## config.mk

```make
export PLATFORM = sky130hd
export DESIGN_NAME = uart_tx
export DESIGN_NICKNAME = d
export VERILOG_FILES = /design/src/rtl/uart_tx.sv
export SDC_FILE = /design/constraint.sdc
export NUM_CORES = 1
export LEC_CHECK = 0
export CAP_MARGIN = 20
export CELL_PAD_IN_SITES_DETAIL_PLACEMENT = 0
export CELL_PAD_IN_SITES_GLOBAL_PLACEMENT = 1
export CORE_MARGIN = 2
export CORE_UTILIZATION = 40
export CTS_BUF_LIST = sky130_fd_sc_hd__clkbuf_4
export CTS_CLUSTER_DIAMETER = 200
export DETAILED_ROUTE_END_ITERATION = 7
export PLACE_DENSITY_LB_ADDON = 0.3
export SYNTH_ARGS = -nofsm -noshare
export SYNTH_HDL_FRONTEND = slang
export SYNTH_SLANG_ARGS = --single-unit
```

## constraint.sdc

```tcl
create_clock -name clk -period 1.55 [get_ports clk]
set_input_delay 0.31 -clock clk [delete_from_list [all_inputs] [get_ports clk]]
set_output_delay 0.31 -clock clk [all_outputs]
set_load 0.01 [all_outputs]
```

## src/rtl/uart_tx.sv

```systemverilog
// uart_tx: 8N1 UART transmitter with an internal baud counter.
// Each bit cell lasts exactly BAUD_DIV clock cycles, counted from the edge
// that accepts the byte. tx and ready are registered, so they only change
// on the accepting edge and on bit-end tick edges.
// Optional feature: define UART_TX_PARITY_EN to insert an even-parity bit
// between the data bits and the stop bit (8E1, 11 bit cells per frame).
module uart_tx #(
    parameter int BAUD_DIV = 868
) (
    input  logic       clk,
    input  logic       rst,
    input  logic       start,
    input  logic [7:0] data,
    output logic       tx,
    output logic       ready
);

    localparam int            CW      = $clog2(BAUD_DIV);
    localparam logic [CW-1:0] CNT_MAX = CW'(BAUD_DIV - 1);
    localparam logic [CW-1:0] CNT_ZERO = '0;

    typedef enum logic [2:0] {
        S_IDLE   = 3'd0,
        S_START  = 3'd1,
        S_DATA   = 3'd2,
        S_STOP   = 3'd4
`ifdef UART_TX_PARITY_EN
        ,S_PARITY = 3'd3
`endif
    } state_t;

    state_t      r_state;
    state_t      w_state_nxt;
    logic [CW-1:0] r_cnt;
    logic [CW-1:0] w_cnt_nxt;
    logic [7:0]  r_shift;
    logic [7:0]  w_shift_nxt;
    logic [2:0]  r_idx;
    logic [2:0]  w_idx_nxt;
    logic        r_tx;
    logic        w_tx_nxt;
    logic        r_ready;
    logic        w_ready_nxt;
    logic        w_tick;
    logic        w_accept;

`ifdef UART_TX_PARITY_EN
    logic        r_par;
    logic        w_par_nxt;

    // Even parity of a byte: 1 when the byte holds an odd number of ones.
    function automatic logic f_even_parity(input logic [7:0] d);
        return ^d;
    endfunction
`endif

    assign w_tick   = (r_cnt == CNT_MAX);
    assign w_accept = start & r_ready;
    assign tx       = r_tx;
    assign ready    = r_ready;

    // Next-state, counter, shift register and output decode.
    always_comb begin
        w_state_nxt = r_state;
        w_cnt_nxt   = r_cnt;
        w_shift_nxt = r_shift;
        w_idx_nxt   = r_idx;
        w_tx_nxt    = r_tx;
        w_ready_nxt = r_ready;
`ifdef UART_TX_PARITY_EN
        w_par_nxt   = r_par;
`endif
        case (r_state)
            S_IDLE: begin
                w_cnt_nxt   = CNT_ZERO;
                w_tx_nxt    = 1'b1;
                w_ready_nxt = 1'b1;
                if (w_accept) begin
                    w_state_nxt = S_START;
                    w_shift_nxt = data;
                    w_tx_nxt    = 1'b0;
                    w_ready_nxt = 1'b0;
`ifdef UART_TX_PARITY_EN
                    w_par_nxt   = f_even_parity(data);
`endif
                end else begin
                    w_state_nxt = S_IDLE;
                end
            end
            S_START: begin
                w_cnt_nxt = w_tick ? CNT_ZERO : r_cnt + CW'(1);
                if (w_tick) begin
                    w_state_nxt = S_DATA;
                    w_idx_nxt   = 3'd0;
                    w_tx_nxt    = r_shift[0];
                end else begin
                    w_state_nxt = S_START;
                end
            end
            S_DATA: begin
                w_cnt_nxt = w_tick ? CNT_ZERO : r_cnt + CW'(1);
                if (w_tick) begin
                    w_shift_nxt = {1'b0, r_shift[7:1]};
                    w_idx_nxt   = r_idx + 3'd1;
                    if (r_idx == 3'd7) begin
`ifdef UART_TX_PARITY_EN
                        w_state_nxt = S_PARITY;
                        w_tx_nxt    = r_par;
`else
                        w_state_nxt = S_STOP;
                        w_tx_nxt    = 1'b1;
`endif
                    end else begin
                        w_tx_nxt    = r_shift[1];
                    end
                end else begin
                    w_state_nxt = S_DATA;
                end
            end
`ifdef UART_TX_PARITY_EN
            S_PARITY: begin
                w_cnt_nxt = w_tick ? CNT_ZERO : r_cnt + CW'(1);
                if (w_tick) begin
                    w_state_nxt = S_STOP;
                    w_tx_nxt    = 1'b1;
                end else begin
                    w_state_nxt = S_PARITY;
                end
            end
`endif
            S_STOP: begin
                w_cnt_nxt = w_tick ? CNT_ZERO : r_cnt + CW'(1);
                w_tx_nxt  = 1'b1;
                if (w_tick) begin
                    w_state_nxt = S_IDLE;
                    w_ready_nxt = 1'b1;
                end else begin
                    w_state_nxt = S_STOP;
                end
            end
            default: begin
                w_state_nxt = S_IDLE;
                w_cnt_nxt   = CNT_ZERO;
                w_tx_nxt    = 1'b1;
                w_ready_nxt = 1'b1;
            end
        endcase
    end

    // State and datapath registers; reset overrides any frame in progress.
    always_ff @(posedge clk) begin
        if (rst) begin
            r_state <= S_IDLE;
            r_cnt   <= CNT_ZERO;
            r_shift <= 8'h00;
            r_idx   <= 3'd0;
            r_tx    <= 1'b1;
            r_ready <= 1'b1;
`ifdef UART_TX_PARITY_EN
            r_par   <= 1'b0;
`endif
        end else begin
            r_state <= w_state_nxt;
            r_cnt   <= w_cnt_nxt;
            r_shift <= w_shift_nxt;
            r_idx   <= w_idx_nxt;
            r_tx    <= w_tx_nxt;
            r_ready <= w_ready_nxt;
`ifdef UART_TX_PARITY_EN
            r_par   <= w_par_nxt;
`endif
        end
    end

endmodule

```

==> metrics.md, run 1 <==
| Metric | Value |
|---|---|
| Post-synthesis sequential element count | 26 |
| Count of antenna-violating nets left after detailed routing | 0 |
| Num ports | 13 |
| Pwr dens | 644 nW/um^2 |
| Commonest cells post-synth | sky130_fd_sc_hd__dfxtp_1 (26), sky130_fd_sc_hd__nor2_1 (15), sky130_fd_sc_hd__nor3_1 (12) |
| Floorplan die width | 61.4 microns |
| Cell type with the largest total area after synthesis | sky130_fd_sc_hd__dfxtp_1 |
| Sequential fraction of design power | 58.1% |
| Initial antenna violation count | 0 |
| Sw power | 0.327 mW |
| Syn Nets | 165 |
| Filler instances | 289 |
| Area growth from synthesis to layout | 46.9% |
| Largest fanout on the critical path | 5 |
| Transition time of the tightest slew-check pin | 0.337 ns |
| Final slew viol count | 0 |
| Depth of the CTS H-tree | 1 |
| # nets final | 207 |
| Share of layout cells above drive strength 1 | 38.5% |
| Sequential-to-total area share from yosys stat | 39.5% |
| Clock sink count | 26 |
| Final critical path time including I/O delays and setup | 1.57 ns |
| Cell count after placement | 229 |
| Wire length reported by the detailed router | 3160 microns |
| Category of the most critical setup path | flop to flop |
| Routed met2 length | 1450 microns |
| IR Drop Worst-Case VDD | 0.399 mV |
| Longest Clk Path Bufs | 2 |
| Vias in the first global route | 1,220 |
| Arrival time at the worst endpoint | 1.84 ns |
| Worst clock skew | 0.0102 ns |
| Outcome | complete, but fails checks |
| Highest metal layer with signal wires | met4 |
| Maximum capacitance violations | 0 |
| Detailed-route via count | 1,246 |
| Post-DP HPWL | 2260 microns |
| Fraction of power consumed by combinational cells | 18.3% |
| Syn Std Cell Area | 1320 sq um |
| Routed length on met1 | 1580 microns |
| Post-Syn Instances | 151 |
| 1st-pass router iterations | 4 |
| Most frequent cell after synthesis | sky130_fd_sc_hd__dfxtp_1 |
| Metal3 WL | 80 microns |
| TritonCTS buffer count | 3 |
| Clock tree from TritonCTS | done |
| Grt ovf | 0 |
| Average cell area after synthesis | 8.73 sq um |
| Endpoint type of the worst setup path | flop |
| Global-route wire length before repair | 5470 microns |
| Unique masters post-synth | 39 |
| Core region area | 3100 sq um |
| Cell Count, Final, Fillers Out | 236 |
| Synth Flop Type | sky130_fd_sc_hd__dfxtp_1 |
| Number of failing hold endpoints at the final stage | 0 |
| Synth top area share | 39.5% |
| Number of vias per cell | 5.28 |
| Buffer cell driving the clock tree root | sky130_fd_sc_hd__clkbuf_4 |
| Post-detailed-route wirelength per cell | 13.4 microns |
| Switching Fraction | 26.3% |
| Cell types with the largest area share after synthesis | sky130_fd_sc_hd__dfxtp_1 (40%), sky130_fd_sc_hd__mux2i_1 (6.1%), sky130_fd_sc_hd__nor3_1 (4.6%) |
| Die Height | 61.4 microns |
| Fin crit share | 102% |
| Number of flops mapped to enable cells by yosys | 0 |
| Clk pwr share | 23.6% |
| Initial drt markers | 44 |
| Residual DRC count | 0 |
| Fmax | 0.635 GHz |
| Asr flop ratio synth | 0% |
| CTS Hold Bufs | 0 |
| All-Layer GR Usage | 19.4% |
| Synth warnings | 0 |
| Setup repair after global routing missed its margin | yes |
| Final core utilization | 62.4% |
| Worst setup margin | -0.0247 ns |
| Worst path required time | 1.81 ns |
| Number of cell rows | 20 |
| Failing checks | setup timing |
| Floorplan die area | 3770 sq um |
| Largest net degree at the start of global routing | 16 |
| Critical Path Start Type | flop |
| Final Setup Violations | 4 |
| Internal cell power | 0.919 mW |
| Count of buffers inserted at the top-level ports | 12 |
| Static Leakage | 0.742 nW |
| Clock network latency to the later pin of the worst-skew pair | 0.32 ns |
| Starting Density | 42.5% |
| Type of the most critical hold path | flop to flop |
| Headroom to the max-slew limit | 77.5% |
| Ant diodes | 0 |
| Routability-driven placement congestion ratio | 0.837 |
| Clock-pin slew on the worst setup and hold paths | 0.14 ns |
-- critical path, stage by stage (launching register included) --
cell,delay [ns]
sky130_fd_sc_hd__dfxtp_2,0.36
sky130_fd_sc_hd__or3b_4,0.42
sky130_fd_sc_hd__nor4_4,0.34
sky130_fd_sc_hd__buf_6,0.17
sky130_fd_sc_hd__nor3_2,0.04
sky130_fd_sc_hd__a211oi_2,0.17
-- stage by stage --
stage | hold slack [ns] | worst slack [ns] | power [mW] | setup TNS [ns] | instance area, sq um
6_report | 0.508 | -0.0247 | 1.25 | -0.0843 | 1940
4_1_cts | 0.509 | -0.0944 | 1.24 | -0.859 | 1780
2_1_floorplan | 0.432 | -0.0805 | 0.838 | -0.768 | 1320
3_3_place_gp | 0.469 | -0.364 | 0.922 | -3.15 | 1690
3_5_place_dp | 0.490 | -0.436 | 0.928 | -4.39 | 1690
5_1_grt | 0.541 | -0.121 | 1.32 | -0.837 | 1940
-- cell type report --
class | count | area, sq um | share of cell area (%)
clock buffers | 3 | 22.5 | 1.16
clock inverters | 1 | 3.75 | 0.194
inverters | 4 | 15.0 | 0.776
multi-input cells | 112 | 898 | 46.4
flip-flops and latches | 26 | 537 | 27.7
well taps | 44 | 55.1 | 2.84
repair buffers | 46 | 404 | 20.9
-- power by group through the flow --
stage               sequential (mW)  combinational (mW)  clock (mW)
CTS                           0.724               0.205       0.306
finish                        0.725               0.228       0.294
detailed placement            0.736               0.193           0
floorplan                     0.732               0.106           0
global placement              0.734               0.188           0
global route                  0.728               0.249       0.343
-- kinds of logic after synthesis --
| group | after synthesis | synth area share, % |
|---|---|---|
| AO/OA/AOI/OAI | 26 | 13.0 |
| XOR/XNOR | 10 | 6.65 |
| adder cells (fa/ha/maj) | 3 | 2.85 |
| buffers and inverters | 13 | 4.94 |
| flip-flops | 26 | 39.5 |
| multiplexers | 8 | 6.08 |
| AND/OR/NAND/NOR | 65 | 27.0 |
-- state kept, by name, summed over array words and instances, names as in the netlist --
signal and count:
r_cnt 10, r_state 3, r_shift 8, r_idx 3, tx 1, ready 1
-- cell usage in the layout (no fill, tap or decap), types with 7 or more instances in the layout --
master / instances
sky130_fd_sc_hd__buf_4: 30
sky130_fd_sc_hd__dfxtp_1: 17
sky130_fd_sc_hd__nor2_1: 15
sky130_fd_sc_hd__clkdlybuf4s50_1: 10
sky130_fd_sc_hd__nand2_1: 9
sky130_fd_sc_hd__mux2i_1: 8
sky130_fd_sc_hd__nand3_1: 8
sky130_fd_sc_hd__a21oi_1: 7
sky130_fd_sc_hd__dfxtp_2: 7
-- layer usage --
metal	GRT usage, %	vias up
met1	26.9	603
li1	-	625
met4	7.60	0
met5	0	-
met3	2.52	4
met2	30.9	14
-- path summary, 6_finish.rpt --
path                                  from          to  slack [ns]  cells past startpoint
worst max register to register  r_state[0]  r_shift[5]       -0.02                      5
worst max-delay path            r_state[0]  r_shift[5]       -0.02                      5
worst min register to register  r_shift[7]  r_shift[7]        0.51                      2
worst min-delay path            r_shift[7]  r_shift[7]        0.51                      2
-- repair_timing --
action,CTS,global route
gates resized for setup,14,36
gates cloned,1,0
hold endpoints to repair,0,0
setup endpoints to repair,27,28
setup buffers,1,1
pin swaps,10,6
Power figures use the tool's default switching activity.
==> run 2: changes to the inputs <==
CORE_UTILIZATION = 44   (was 40)
DONT_BUFFER_PORTS = 1   (was not set)
==> metrics.md, run 2 (synthesized netlist as in run 1, its figures left out) <==
| Metric | Value |
|---|---|
| Outcome | finished, final reports clean |
| Timing startpoint of the critical path | r_cnt[3] |
| Number of flip-flops under the largest register name | 10 (unchanged) |
| Residual DRC count | 0 (unchanged) |
| Critical Path Max Stage Delay | 0.53 ns (+0.11 ns) |
| FF-to-FF Start | r_cnt[3] |
| Cell count after placement | 199 (-13%) |
| IR Drop Worst-Case VDD | 0.717 mV (+80%) |
| Ant diodes | 0 (unchanged) |
| Number of cell rows | 19 (-5.0%) |
| Initial antenna violation count | 0 (unchanged) |
| Category of the most critical setup path | flop to flop |
| Multi-input gate area in the final layout | 835 sq um (-7.1%) |
| Commonest non-fill, non-tap cell in the layout | sky130_fd_sc_hd__buf_4 |
| Wire length reported by the detailed router | 3100 microns (-1.7%) |
| Depth of the CTS H-tree | 1 (unchanged) |
| # nets final | 191 (-7.7%) |
| Final slew viol count | 0 (unchanged) |
| Final Setup Violations | 0 (-4) |
| Count of antenna-violating nets left after detailed routing | 0 (unchanged) |
| Floorplan die width | 58.7 microns (-4.3%) |
| Vias in the first global route | 1,186 (-2.8%) |
| Worst clock skew | 0.0201 ns (+0.00993 ns) |
| Number of failing hold endpoints at the final stage | 0 (unchanged) |
| Static Leakage | 0.655 nW (-12%) |
| CP cell instances | or2_2 -> or4_4 -> mux2i_1 -> a31oi_1 |
| All-Layer GR Usage | 18.2% (-1.3 points) |
| Final critical path time including I/O delays and setup | 1.53 ns (-0.0437 ns) |
| Pwr dens | 704 nW/um^2 (+9.2%) |
| Sequential cell area | 524 sq um (-2.3%) |
| Type of the most critical hold path | primary input to flop |
| Post-DP HPWL | 2060 microns (-9.2%) |
| Fin crit share | 98.8% (-2.8 points) |
| Filler instances | 237 (-18%) |
| Initial drt markers | 57 (+30%) |
| Reg with most FFs | r_cnt |
| Routability-driven placement congestion ratio | 0.832 (-0.54%) |
| Clock tree from TritonCTS | done |
| Arrival time at the worst endpoint | 1.80 ns (-0.04 ns) |
| Die Height | 58.7 microns (-4.3%) |
| Cell Count, Final, Fillers Out | 207 (-12%) |
| Final core utilization | 60.0% (-2.4 points) |
| Maximum capacitance violations | 0 (unchanged) |
| Largest fanout on the critical path | 3 (-2) |
| Area growth from synthesis to layout | 27.7% |
| Critical Path Start Type | flop |
| Longest Clk Path Bufs | 2 (unchanged) |
| Worst path required time | 1.82 ns (about the same) |
| Post-detailed-route wirelength per cell | 15.0 microns (+12%) |
| Detailed-route via count | 1,193 (-4.3%) |
| Clock sink count | 26 (unchanged) |
| Global-route wire length before repair | 4910 microns (-10%) |
| Number of vias per cell | 5.76 (+9.2%) |
| Post-DP Area | 1520 sq um (-10%) |
| Registers with the most flip-flops | r_cnt (10), r_shift (8) |
| Largest net degree at the start of global routing | 18 (+2) |
| Transition time of the tightest slew-check pin | 0.296 ns (-0.0407 ns) |
| Grt ovf | 0 (unchanged) |
| Clock-pin slew on the worst setup and hold paths | 0.16 ns (+0.02 ns) |
| Starting Density | 47.0% (+4.5 points) |
| Clock network latency to the later pin of the worst-skew pair | 0.33 ns (about the same) |
| Num ports | 13 (unchanged) |
| Endpoint type of the worst setup path | flop |
| Worst path slowest cell | sky130_fd_sc_hd__or4_4 |
| Count of buffers inserted at the top-level ports | 0 (-12) |
| Commonest cells after routing, fill and taps aside | sky130_fd_sc_hd__buf_4 (25), sky130_fd_sc_hd__dfxtp_1 (23), sky130_fd_sc_hd__nor2_1 (15) |
| Headroom to the max-slew limit | 80.1% (+2.6 points) |
| Fmax | 0.653 GHz (+2.9%) |
| Core region area | 2810 sq um (-9.6%) |
| Summed area of non-filler cells in the final layout | 1680 sq um (-13%) |
| Buffer cell driving the clock tree root | sky130_fd_sc_hd__clkbuf_4 |
| Overall power consumption | 1.18 mW (-5.0%) |
| Floorplan die area | 3450 sq um (-8.5%) |
| Source of the worst hold timing path | rst |
| Setup repair after global routing missed its margin | yes |
| TritonCTS buffer count | 3 (unchanged) |
| Share of layout cells above drive strength 1 | 29.5% (-9.0 points) |
| 1st-pass router iterations | 4 (unchanged) |
[run 2: cell types whose count changed in the layout (fill, tap and decap cells not counted), sizes merged]
cell           delta
clkdlybuf4s50    -10
buf               -6
dlygate4sd3       +2
dlymetal6s2s      -2
[run 2: timing repair]
action                     CTS  global route
pin swaps                    0             9
hold buffers                 0             2
gates cloned                 0             1
resized for setup           10            13
setup buffers                0             1
setup endpoints to repair   20            25
hold endpoints to repair     0             3
[run 2: power breakdown]
part,internal [mW],leakage [nW],switching (mW)
logic,0.0798,0.426,0.0769
clock network,0.0944,0.0154,0.207
registers,0.700,0.213,0.0253
total,0.875,0.655,0.309
[run 2: worst max-delay path, delay by kind of cell, from the launching register on]
kind	cells	cell delay, ns
DFF	1	0.33
and+or+nand+nor	2	0.87
muxes	1	0.13
AOI/OAI and AO/OA	1	0.16
[run 2: layer usage]
metal,global-route usage [%],up-vias,share of wire [%]
li1,-,599,-
met1,21.1,568,41
met2,34.3,22,54
met3,3.96,4,3.4
met4,2.92,0,0.87
met5,0,-,0
[run 2: worst paths after layout]
| path | end | slack, ns | cells after the start |
|---|---|---|---|
| worst max register to register | r_idx[0] | 0.02 | 4 |
| worst min-delay path | r_state[2] | 0.03 | 1 |
| worst max-delay path | r_idx[0] | 0.02 | 4 |
| worst min register to register | r_shift[7] | 0.49 | 2 |
[run 2: per-stage QoR]
| stage | hold slack [ns] | setup TNS, ns | setup slack (ns) |
|---|---|---|---|
| after global placement | 0.381 | -0.0562 | -0.0254 |
| after detailed placement | 0.385 | -0.175 | -0.0440 |
| final | 0.0260 | 0 | 0.0190 |
| after floorplan | 0.432 | -0.768 | -0.0805 |
| after CTS | 0.0235 | 0 | 0.0107 |
| after global routing | 0.00226 | -0.0926 | -0.0322 |
[run 2: cell type report]
class | instances | share of cell area, %
Multi-Input combinational cell | 112 | 49.6
Sequential cell | 26 | 31.2
Timing Repair Buffer | 30 | 14.5
Tap cell | 31 | 2.30
Clock buffer | 3 | 1.34
Inverter | 4 | 0.892
Clock inverter | 1 | 0.223
